File: src/rtl/alu_pkg.sv
// ============================================================================
// alu_pkg : request opcode encoding, ALU_control constants, issue FSM states
// Rev 1.0
// ============================================================================
`default_nettype none

package alu_pkg;

  typedef enum logic [2:0] {
    OP_AND     = 3'd0,
    OP_OR      = 3'd1,
    OP_ADD     = 3'd2,
    OP_SUB     = 3'd3,
    OP_NOR     = 3'd4,
    OP_NAND    = 3'd5,
    OP_SLT     = 3'd6,
    OP_ILLEGAL = 3'd7
  } req_op_e;

  // {A_invert, B_invert/carry-in, operation[1:0]}
  localparam logic [3:0] c_ctrl_and  = 4'b0000;
  localparam logic [3:0] c_ctrl_or   = 4'b0001;
  localparam logic [3:0] c_ctrl_add  = 4'b0010;
  localparam logic [3:0] c_ctrl_sub  = 4'b0110;
  localparam logic [3:0] c_ctrl_nor  = 4'b1100;
  localparam logic [3:0] c_ctrl_nand = 4'b1101;
  localparam logic [3:0] c_ctrl_slt  = 4'b0111;

  typedef enum logic [1:0] {
    IDLE = 2'd0,
    EXEC = 2'd1,
    CAPT = 2'd2,
    RESP = 2'd3
  } state_e;

endpackage

`default_nettype wire

File: src/rtl/alu_op_decode.sv
// ============================================================================
// alu_op_decode : combinational req_op -> ALU_control decode with illegal flag
// Rev 1.0
// ============================================================================
`default_nettype none

module alu_op_decode
  import alu_pkg::*;
(
  input  logic [2:0] op,
  output logic [3:0] ctrl,
  output logic       illegal
);

  always_comb begin
    ctrl    = c_ctrl_and;
    illegal = 1'b0;
    unique case (req_op_e'(op))
      OP_AND:     ctrl = c_ctrl_and;
      OP_OR:      ctrl = c_ctrl_or;
      OP_ADD:     ctrl = c_ctrl_add;
      OP_SUB:     ctrl = c_ctrl_sub;
      OP_NOR:     ctrl = c_ctrl_nor;
      OP_NAND:    ctrl = c_ctrl_nand;
      OP_SLT:     ctrl = c_ctrl_slt;
      OP_ILLEGAL: illegal = 1'b1;
    endcase
  end

endmodule

`default_nettype wire

File: src/rtl/alu_issue_ctrl.sv
// ============================================================================
// alu_issue_ctrl : issues one op to a registered ALU and holds its response
// Rev 1.0
// ============================================================================
`default_nettype none

module alu_issue_ctrl
  import alu_pkg::*;
#(
  parameter int CNT_W = 16
) (
  input  logic             clk,
  input  logic             rst_n,
  input  logic             req_valid,
  output logic             req_ready,
  input  logic [2:0]       req_op,
  input  logic [31:0]      req_src1,
  input  logic [31:0]      req_src2,
  output logic [31:0]      alu_src1,
  output logic [31:0]      alu_src2,
  output logic [3:0]       ALU_control,
  input  logic [31:0]      alu_result,
  input  logic             alu_zero,
  input  logic             alu_cout,
  input  logic             alu_overflow,
  output logic             rsp_valid,
  input  logic             rsp_ready,
  output logic [31:0]      rsp_result,
  output logic             rsp_zero,
  output logic             rsp_cout,
  output logic             rsp_overflow,
  output logic             rsp_err,
  output logic [CNT_W-1:0] op_count
);

  state_e     r_state;
  state_e     w_next;
  logic [3:0] w_ctrl;
  logic       w_illegal;
  logic       w_hs;
  logic       w_rsp_fire;

  alu_op_decode u_decode (
    .op      (req_op),
    .ctrl    (w_ctrl),
    .illegal (w_illegal)
  );

  assign req_ready  = (r_state == IDLE);
  assign rsp_valid  = (r_state == RESP);
  assign w_hs       = req_valid & req_ready;
  assign w_rsp_fire = rsp_valid & rsp_ready;

  always_ff @(posedge clk or negedge rst_n) begin
    if (!rst_n) r_state <= IDLE;
    else        r_state <= w_next;
  end

  always_comb begin
    w_next = r_state;
    case (r_state)
      IDLE:    if (w_hs) w_next = w_illegal ? RESP : EXEC;
      EXEC:    w_next = CAPT;
      CAPT:    w_next = RESP;
      RESP:    if (rsp_ready) w_next = IDLE;
      default: w_next = IDLE;
    endcase
  end

  // ALU operands stay put across illegal requests so the ALU sees no change.
  always_ff @(posedge clk or negedge rst_n) begin
    if (!rst_n) begin
      alu_src1    <= '0;
      alu_src2    <= '0;
      ALU_control <= '0;
    end else if (w_hs && !w_illegal) begin
      alu_src1    <= req_src1;
      alu_src2    <= req_src2;
      ALU_control <= w_ctrl;
    end
  end

  always_ff @(posedge clk or negedge rst_n) begin
    if (!rst_n) begin
      rsp_result   <= '0;
      rsp_zero     <= 1'b0;
      rsp_cout     <= 1'b0;
      rsp_overflow <= 1'b0;
      rsp_err      <= 1'b0;
    end else if (r_state == CAPT) begin
      rsp_result   <= alu_result;
      rsp_zero     <= alu_zero;
      rsp_cout     <= alu_cout;
      rsp_overflow <= alu_overflow;
      rsp_err      <= 1'b0;
    end else if (w_hs && w_illegal) begin
      rsp_result   <= '0;
      rsp_zero     <= 1'b0;
      rsp_cout     <= 1'b0;
      rsp_overflow <= 1'b0;
      rsp_err      <= 1'b1;
    end
  end

  always_ff @(posedge clk or negedge rst_n) begin
    if (!rst_n)          op_count <= '0;
    else if (w_rsp_fire) op_count <= op_count + CNT_W'(1);
  end

endmodule

`default_nettype wire

File: config.mk
export PLATFORM = sky130hd
export DESIGN_NAME = alu_issue_ctrl
export DESIGN_NICKNAME = d
export VERILOG_FILES = /design/src/rtl/alu_pkg.sv /design/src/rtl/alu_op_decode.sv /design/src/rtl/alu_issue_ctrl.sv
export SDC_FILE = /design/constraint.sdc
export NUM_CORES = 1
export LEC_CHECK = 0
export ABC_CLOCK_PERIOD_IN_PS = 2000
export BUFFER_PORTS_ARGS = -buffer_cell sky130_fd_sc_hd__buf_2
export CAP_MARGIN = 20
export CORE_MARGIN = 5
export CORE_UTILIZATION = 47
export CTS_CLUSTER_SIZE = 40
export DETAILED_ROUTE_END_ITERATION = 7
export GPL_TIMING_DRIVEN = 0
export PLACE_DENSITY = 0.92
export SKIP_CTS_REPAIR_TIMING = 1
export SLEW_MARGIN = 15
export SYNTH_ARGS = -nofsm -noshare
export SYNTH_HDL_FRONTEND = slang
export SYNTH_SLANG_ARGS = --single-unit
File: constraint.sdc
create_clock -name clk -period 2 [get_ports clk]
set_input_delay 0.2 -clock clk [delete_from_list [all_inputs] [get_ports clk]]
set_output_delay 0.2 -clock clk [all_outputs]
set_load 0.03 [all_outputs]
==> flow_metrics.py, run 1 <==
metrics = {
    "synthesis": {
        "post_synth_main_area_contributors": "sky130_fd_sc_hd__dfrtp_1 62%, sky130_fd_sc_hd__mux2_4 15%, sky130_fd_sc_hd__a22o_1 6.4%",
        "ys.flop_type": "sky130_fd_sc_hd__dfrtp_1",
        "synth_sequential_area_ratio": 0.617,
        "synthArstFlopShare": 1.00,
        "netlist_instances": 315,
        "mapped_area_um2": 4950,
        "synthesis.nets": 426,
        "ys_seq_elements": 122,
        "synth-edff-count": 0,
        "synth-warning-count": 0,
        "syn_area_per_cell_um2": 15.7,
        "yosys.cell_types.count": 31,
        "synth_top_cell_by_area": "sky130_fd_sc_hd__dfrtp_1",
        "top_area_cell_type_share_of_the_netlist_area": 0.617,
    },
    "floorplan": {
        "io-pin-count": 228,
        "start_util": 0.482,
        "dieArea_um2": 12700,
        "die_height_um": 113,
        "floorplan.core_area_um2": 10300,
        "number_of_placement_rows": 37,
        "die-width_um": 113,
    },
    "grt": {
        "gr-total-overflow": 0,
        "vias_in_the_first_global_route": 3864,
        "groute.usage.overall": 0.191,
        "antenna_found_initial": 0,
        "grt_first_pass_wirelength_um": 19500,
        "grt_max_degree": 66,
    },
    "timing": {
        "fin_crit_ns": 1.88,
        "hold-worst-slack_ns": 0.00947,
        "setup_violations": 0,
        "fin_ws_ns": 0.118,
        "slew_viol_final": 0,
        "fmax_ghz": 0.531,
        "fin_skew_ns": 0.0188,
        "tightestPinTransition_ns": 0.536,
        "setup-tns-final_ns": 0,
        "hold_viol": 0,
        "min_period_over_period": 0.941,
        "maxSlewHeadroom": 0.643,
        "grt_setup_unrepaired": "false",
    },
    "critical_path": {
        "worstSetupStartpointType": "flop",
        "critPathMaxFanout": 10,
        "path_cells": "inv_1, ha_1, nand2_4, nor2b_4, buf_12, buf_12, mux2_4",
        "worst-r2r-cell-count": 7,
        "endpoint_kind": "flop",
        "critPathCapture": "alu_src2[11]$_DFFE_PN0P_",
        "critPathMostFrequentCell": "sky130_fd_sc_hd__buf_12",
        "worstPathRequired_ns": 2.37,
        "critical_path.reg2reg.startpoint": "r_state[1]$_DFFE_PN0P_",
        "rrSetupSlack_ns": 0.12,
        "r2r-end": "alu_src2[11]$_DFFE_PN0P_",
        "startpoint": "r_state[1]$_DFFE_PN0P_",
        "cp_class": "reg -> reg",
        "crit_path_top_delay_cell": "sky130_fd_sc_hd__dfrtp_1",
        "crit_path_max_cell_delay_ns": 0.40,
        "timing.critical_path.arrival_ns": 2.26,
    },
    "hold_path": {
        "cell_depth_of_the_worst_hold_path": 2,
        "holdCritPathClass": "in -> reg",
    },
    "placed_design": {
        "place_ws_ns": 0.175,
        "count_of_input_and_output_buffers": 227,
        "place.detailed.hpwl_um": 9110,
        "gp_congestion": 0.868,
        "detailed_place.area_um2": 6290,
        "placedCellCount": 679,
    },
    "cells_and_area": {
        "stdcell_count": 812,
        "layout_commonest_cell": "sky130_fd_sc_hd__buf_2",
        "num_antenna_cells": 0,
        "area_growth_from_synthesis_to_layout_pct": 60.4,
        "most-common-layout-cells": "230 x sky130_fd_sc_hd__buf_2, 122 x sky130_fd_sc_hd__dfrtp_1, 101 x sky130_fd_sc_hd__dlygate4sd3_1, 49 x sky130_fd_sc_hd__mux2_4, 36 x sky130_fd_sc_hd__a22o_1",
        "final_layout_size_suffix_gt1_frac": 0.504,
        "post-route-cell-area_um2": 7940,
        "num-nets-final": 774,
        "layout.core_utilization": 0.773,
    },
    "power": {
        "p_switching_mw": 5.85,
        "p_leak_nw": 4.04,
        "p_total_mw": 14.2,
        "power.switching_fraction": 0.411,
        "pwr-share-seq": 0.306,
        "combPwrFrac": 0.462,
        "peakVddDrop_uv": 1150,
        "power.density_cell_area_nw_per_um2": 1790,
        "share_of_power_burned_in_the_clock_network": 0.232,
        "p_int_mw": 8.38,
    },
    "clock_network": {
        "cts-htree-levels": 4,
        "clock_path_buffers": 2,
        "tritoncts.num_buffers": 17,
        "cts_sinks": 122,
        "reg_clk_slew_reported_paths_ns": 0.06,
        "cts_root_buffer": "sky130_fd_sc_hd__clkbuf_8",
        "worst_skew_pair.late_latency_ns": 0.51,
        "tritoncts": "done",
    },
    "drt": {
        "first_pass_iteration_count_of_the_detailed_router": 4,
        "detail_route.wirelength_um": 15900,
        "route.detailed.wl_per_inst_um": 19.6,
        "first_iter_violations": 134,
        "drt_drc": 0,
        "antenna_violating_nets_post_route": 0,
        "detail_route.vias_per_cell": 5.08,
        "num_vias": 4122,
    },
    "run_status": {
        "outcome": "complete, no violations",
    },
    "flow_run": {
        "timing.max_cap.violations": 0,
    },
}
cells in the mapped netlist, types with 5 or more instances:
master                      n
sky130_fd_sc_hd__a22o_1    36
sky130_fd_sc_hd__buf_12     6
sky130_fd_sc_hd__dfrtp_1  122
sky130_fd_sc_hd__ha_1       5
sky130_fd_sc_hd__inv_1      8
sky130_fd_sc_hd__mux2_2    16
sky130_fd_sc_hd__mux2_4    49
sky130_fd_sc_hd__nand2_1    6
sky130_fd_sc_hd__nand3_1    7
sky130_fd_sc_hd__nor2_1    13
sky130_fd_sc_hd__xnor2_1   11
area by class of cell:
type | count | area, um^2
tap | 136 | 170
inverter | 8 | 30.0
multi-input combinational | 171 | 1710
clock inverter | 12 | 195
fill | 585 | 2330
buffer | 14 | 155
clock buffer | 20 | 445
timing repair buffer | 329 | 2180
sequential | 122 | 3050
how the worst min path moves through the flow:
stage	slack [ns]	end	from
floorplan	-0.1	ALU_control[0]$_DFFE_PN0P_	rst_n
global placement	0.43	rsp_result[21]$_DFFE_PN0P_	alu_result[21]
detailed placement	0.20	alu_src2[26]$_DFFE_PN0P_	rst_n
CTS	-0.34	alu_src2[24]$_DFFE_PN0P_	rst_n
global route	0.002	ALU_control[3]$_DFFE_PN0P_	req_op[2]
finish	0.009	ALU_control[3]$_DFFE_PN0P_	req_op[2]
per-layer routing:
metal	track usage	part of all wire	vias up
li1	-	-	1828
met1	0.233	0.37	2045
met2	0.322	0.52	214
met3	0.0588	0.081	35
met4	0.0689	0.026	0
met5	0	0	-
power by group through the flow:
stage / clock (mW) / combinational, mW / sequential [mW]
after global placement: 0 / 6.16 / 4.20
after floorplan: 0 / 2.28 / 6.41
after global routing: 3.46 / 6.90 / 4.47
after CTS: 3.34 / 6.34 / 4.28
final: 3.30 / 6.58 / 4.35
after detailed placement: 0 / 6.33 / 4.28
cells by family after synthesis:
kind of cell | share of synthesized area
DFF | 0.617
muxes | 0.187
AOI/OAI and AO/OA | 0.0746
and+or+nand+nor | 0.0452
buffers and inverters | 0.0374
xor gates and xnor gates | 0.0265
adders and majority gates | 0.0126
worst max-delay path: cells and delay by family, from the launching register on:
kind                       cells  cell delay (ns)
adders and majority gates      1             0.29
DFF                            1             0.40
and+or+nand+nor                2             0.28
buffers and inverters          3             0.45
muxes                          1             0.31
sequential cells by signal, indices dropped and copies added, names as in the netlist:
name          flops
r_state           2
rsp_err           1
alu_src1         32
rsp_zero          1
alu_src2         32
rsp_cout          1
ALU_control       4
rsp_overflow      1
op_count         16
rsp_result       32
No activity file was read; power rests on OpenSTA's default activity.
==> run 2: changes to the inputs <==
Settings changed: ABC_CLOCK_PERIOD_IN_PS 2000 to 2200, CORE_UTILIZATION 47 to 50, PLACE_DENSITY 0.92 to 0.95.
Clock period 2 ns to 2.2 ns, I/O delays scaled along.
==> run 2 against run 1 <==
Final area shrank 0.57%. Largest power group unchanged. Core utilization rose by 3.9 points. Clock skew is 0.012 ns lower. Clock-buffer cell count rose by 4. Critical endpoint is now rsp_result[18]$_DFFE_PN0P_. Sequential power shrank 8.0%. Final cell count decreased by 0.25%.
==> flow_metrics.py, run 2 (synthesized netlist as in run 1, its figures left out) <==
metrics = {
    "drt": {
        "detail_route.vias_per_cell": 5.21,
        "met2_wirelength_um": 8550,
        "num_vias": 4220,
        "first_pass_iteration_count_of_the_detailed_router": 5,
        "route.detailed.wl_per_inst_um": 20.0,
        "drt_drc": 0,
        "detail_route.wirelength_um": 16200,
        "total_length_of_routed_met3_wires_um": 1180,
        "antenna_violating_nets_post_route": 0,
        "met1Wirelength_um": 6190,
        "first_iter_violations": 207,
        "top_layer_used": "met4",
    },
    "critical_path": {
        "worst_path_dominant_cell_family": "buffers and inverters",
        "critical_path.reg2reg.startpoint": "r_state[0]$_DFFE_PN0P_",
        "rrSetupSlack_ns": 0.30,
        "crit_path_max_cell_delay_ns": 0.45,
        "cp_class": "reg -> reg",
        "critical_path.n_buffers_inverters": 3,
        "worst-r2r-cell-count": 5,
        "worstPathRequired_ns": 2.64,
        "critPathMostFrequentCell": "sky130_fd_sc_hd__clkbuf_1",
        "crit_path_top_delay_cell": "sky130_fd_sc_hd__clkbuf_1",
        "worstSetupStartpointType": "flop",
        "r2r-end": "rsp_result[18]$_DFFE_PN0P_",
        "timing.critical_path.arrival_ns": 2.34,
        "endpoint_kind": "flop",
        "path_cells": "inv_1, ha_1, clkbuf_1, clkbuf_1, a22o_1",
        "critPathMaxFanout": 10,
    },
    "floorplan": {
        "start_util": 0.509,
        "die_height_um": 110,
        "io-pin-count": 228,
        "floorplan.core_area_um2": 9730,
        "dieArea_um2": 12000,
        "die-width_um": 110,
        "number_of_placement_rows": 36,
    },
    "grt": {
        "vias_in_the_first_global_route": 3819,
        "antenna_found_initial": 0,
        "groute.usage.overall": 0.213,
        "gr-total-overflow": 0,
        "grt_first_pass_wirelength_um": 19400,
        "grt_max_degree": 67,
    },
    "clock_network": {
        "cts-htree-levels": 4,
        "reg_clk_slew_reported_paths_ns": 0.06,
        "worst_skew_pair.late_latency_ns": 0.51,
        "cts_root_buffer": "sky130_fd_sc_hd__clkbuf_8",
        "tritoncts": "done",
        "tritoncts.num_buffers": 17,
        "cts_sinks": 122,
        "clock_path_buffers": 2,
    },
    "timing": {
        "setup-tns-final_ns": 0,
        "hold_viol": 0,
        "fin_skew_ns": 0.00711,
        "slew_viol_final": 0,
        "tightestPinTransition_ns": 0.535,
        "hold-worst-slack_ns": 0.0405,
        "fmax_ghz": 0.526,
        "min_period_over_period": 0.864,
        "setup_violations": 0,
        "fin_crit_ns": 1.90,
        "grt_setup_unrepaired": "false",
        "maxSlewHeadroom": 0.643,
    },
    "hold_path": {
        "cell_depth_of_the_worst_hold_path": 2,
        "worstHoldEndpoint": "ALU_control[3]$_DFFE_PN0P_",
        "holdCritPathClass": "in -> reg",
        "startpoint_of_the_worst_hold_path": "req_op[2]",
    },
    "cells_and_area": {
        "final_layout_size_suffix_gt1_frac": 0.501,
        "most-common-layout-cells": "230 x sky130_fd_sc_hd__buf_2, 122 x sky130_fd_sc_hd__dfrtp_1, 101 x sky130_fd_sc_hd__dlygate4sd3_1, 49 x sky130_fd_sc_hd__mux2_4, 36 x sky130_fd_sc_hd__a22o_1",
        "largestRegisters": "alu_src1 (32), alu_src2 (32), rsp_result (32)",
        "num-nets-final": 774,
        "area_growth_from_synthesis_to_layout_pct": 59.5,
        "fillers": 511,
        "post-route-cell-area_um2": 7900,
        "layout_commonest_cell": "sky130_fd_sc_hd__buf_2",
    },
    "power": {
        "p_leak_nw": 4.03,
        "p_total_mw": 12.8,
        "peakVddDrop_uv": 1120,
        "power.density_cell_area_nw_per_um2": 1620,
    },
    "placed_design": {
        "count_of_input_and_output_buffers": 227,
        "gp_congestion": 0.786,
        "detailed_place.area_um2": 6290,
        "place.detailed.hpwl_um": 9590,
    },
    "flow_run": {
        "timing.max_cap.violations": 0,
    },
    "run_status": {
        "outcome": "complete, no violations",
    },
}
## run 2: cell types whose count changed in the layout (fill, tap and decap cells not counted)
cell,previous run,this run
sky130_fd_sc_hd__bufinv_16,5,3
sky130_fd_sc_hd__clkbuf_1,5,7
sky130_fd_sc_hd__diode_2,0,2
sky130_fd_sc_hd__clkbuf_8,3,5
sky130_fd_sc_hd__clkinv_4,0,1
sky130_fd_sc_hd__clkinvlp_4,4,0
## run 2: area by class of cell
class,instances,area [um^2],area share
diodes,2,5.00,0.000634
clock buffers,24,480,0.0608
inverters,8,30.0,0.00380
multi-input cells,171,1710,0.217
repair buffers,329,2180,0.276
well taps,133,166,0.0211
plain buffers,14,155,0.0196
clock inverters,7,114,0.0144
flip-flops and latches,122,3050,0.387
## run 2: routing by layer
layer,vias up,track usage
met5,-,0
met4,0,0.0846
li1,1831,-
met1,2117,0.247
met3,30,0.0599
met2,242,0.374
## run 2: worst reg2reg max path, cell delays in order, from the launching register on
cell and delay (ns):
sky130_fd_sc_hd__dfrtp_1 0.38, sky130_fd_sc_hd__inv_1 0.12, sky130_fd_sc_hd__ha_1 0.20, sky130_fd_sc_hd__clkbuf_1 0.43, sky130_fd_sc_hd__clkbuf_1 0.45, sky130_fd_sc_hd__a22o_1 0.25
## run 2: per-stage QoR
| stage | setup slack [ns] | std cells | utilization |
|---|---|---|---|
| after CTS | 0.332 | 707 | 0.707 |
| final | 0.300 | 810 | 0.812 |
| after global placement | -0.394 | 675 | 0.643 |
| after global routing | 0.150 | 808 | 0.811 |
| after detailed placement | 0.367 | 676 | 0.646 |
| after floorplan | 0.321 | 315 | - |
## run 2: worst max-delay path by stage
stage	start	endpoint	slack (ns)	cells after the start
6_report	r_state[0]$_DFFE_PN0P_	rsp_result[18]$_DFFE_PN0P_	0.30	5
5_1_grt	r_state[0]$_DFFE_PN0P_	rsp_result[28]$_DFFE_PN0P_	0.15	5
4_1_cts	r_state[0]$_DFFE_PN0P_	rsp_result[14]$_DFFE_PN0P_	0.33	5
3_5_place_dp	r_state[0]$_DFFE_PN0P_	rsp_result[21]$_DFFE_PN0P_	0.37	5
3_3_place_gp	rst_n	rsp_result[18]$_DFFE_PN0P_	-0.39	1
2_1_floorplan	r_state[0]$_DFFE_PN0P_	alu_src1[13]$_DFFE_PN0P_	0.32	7
## run 2: where the power goes
group | internal (mW) | switching, mW | leakage (nW)
logic | 2.33 | 3.66 | 2.25
registers | 3.28 | 0.714 | 1.49
clock network | 1.84 | 0.969 | 0.295
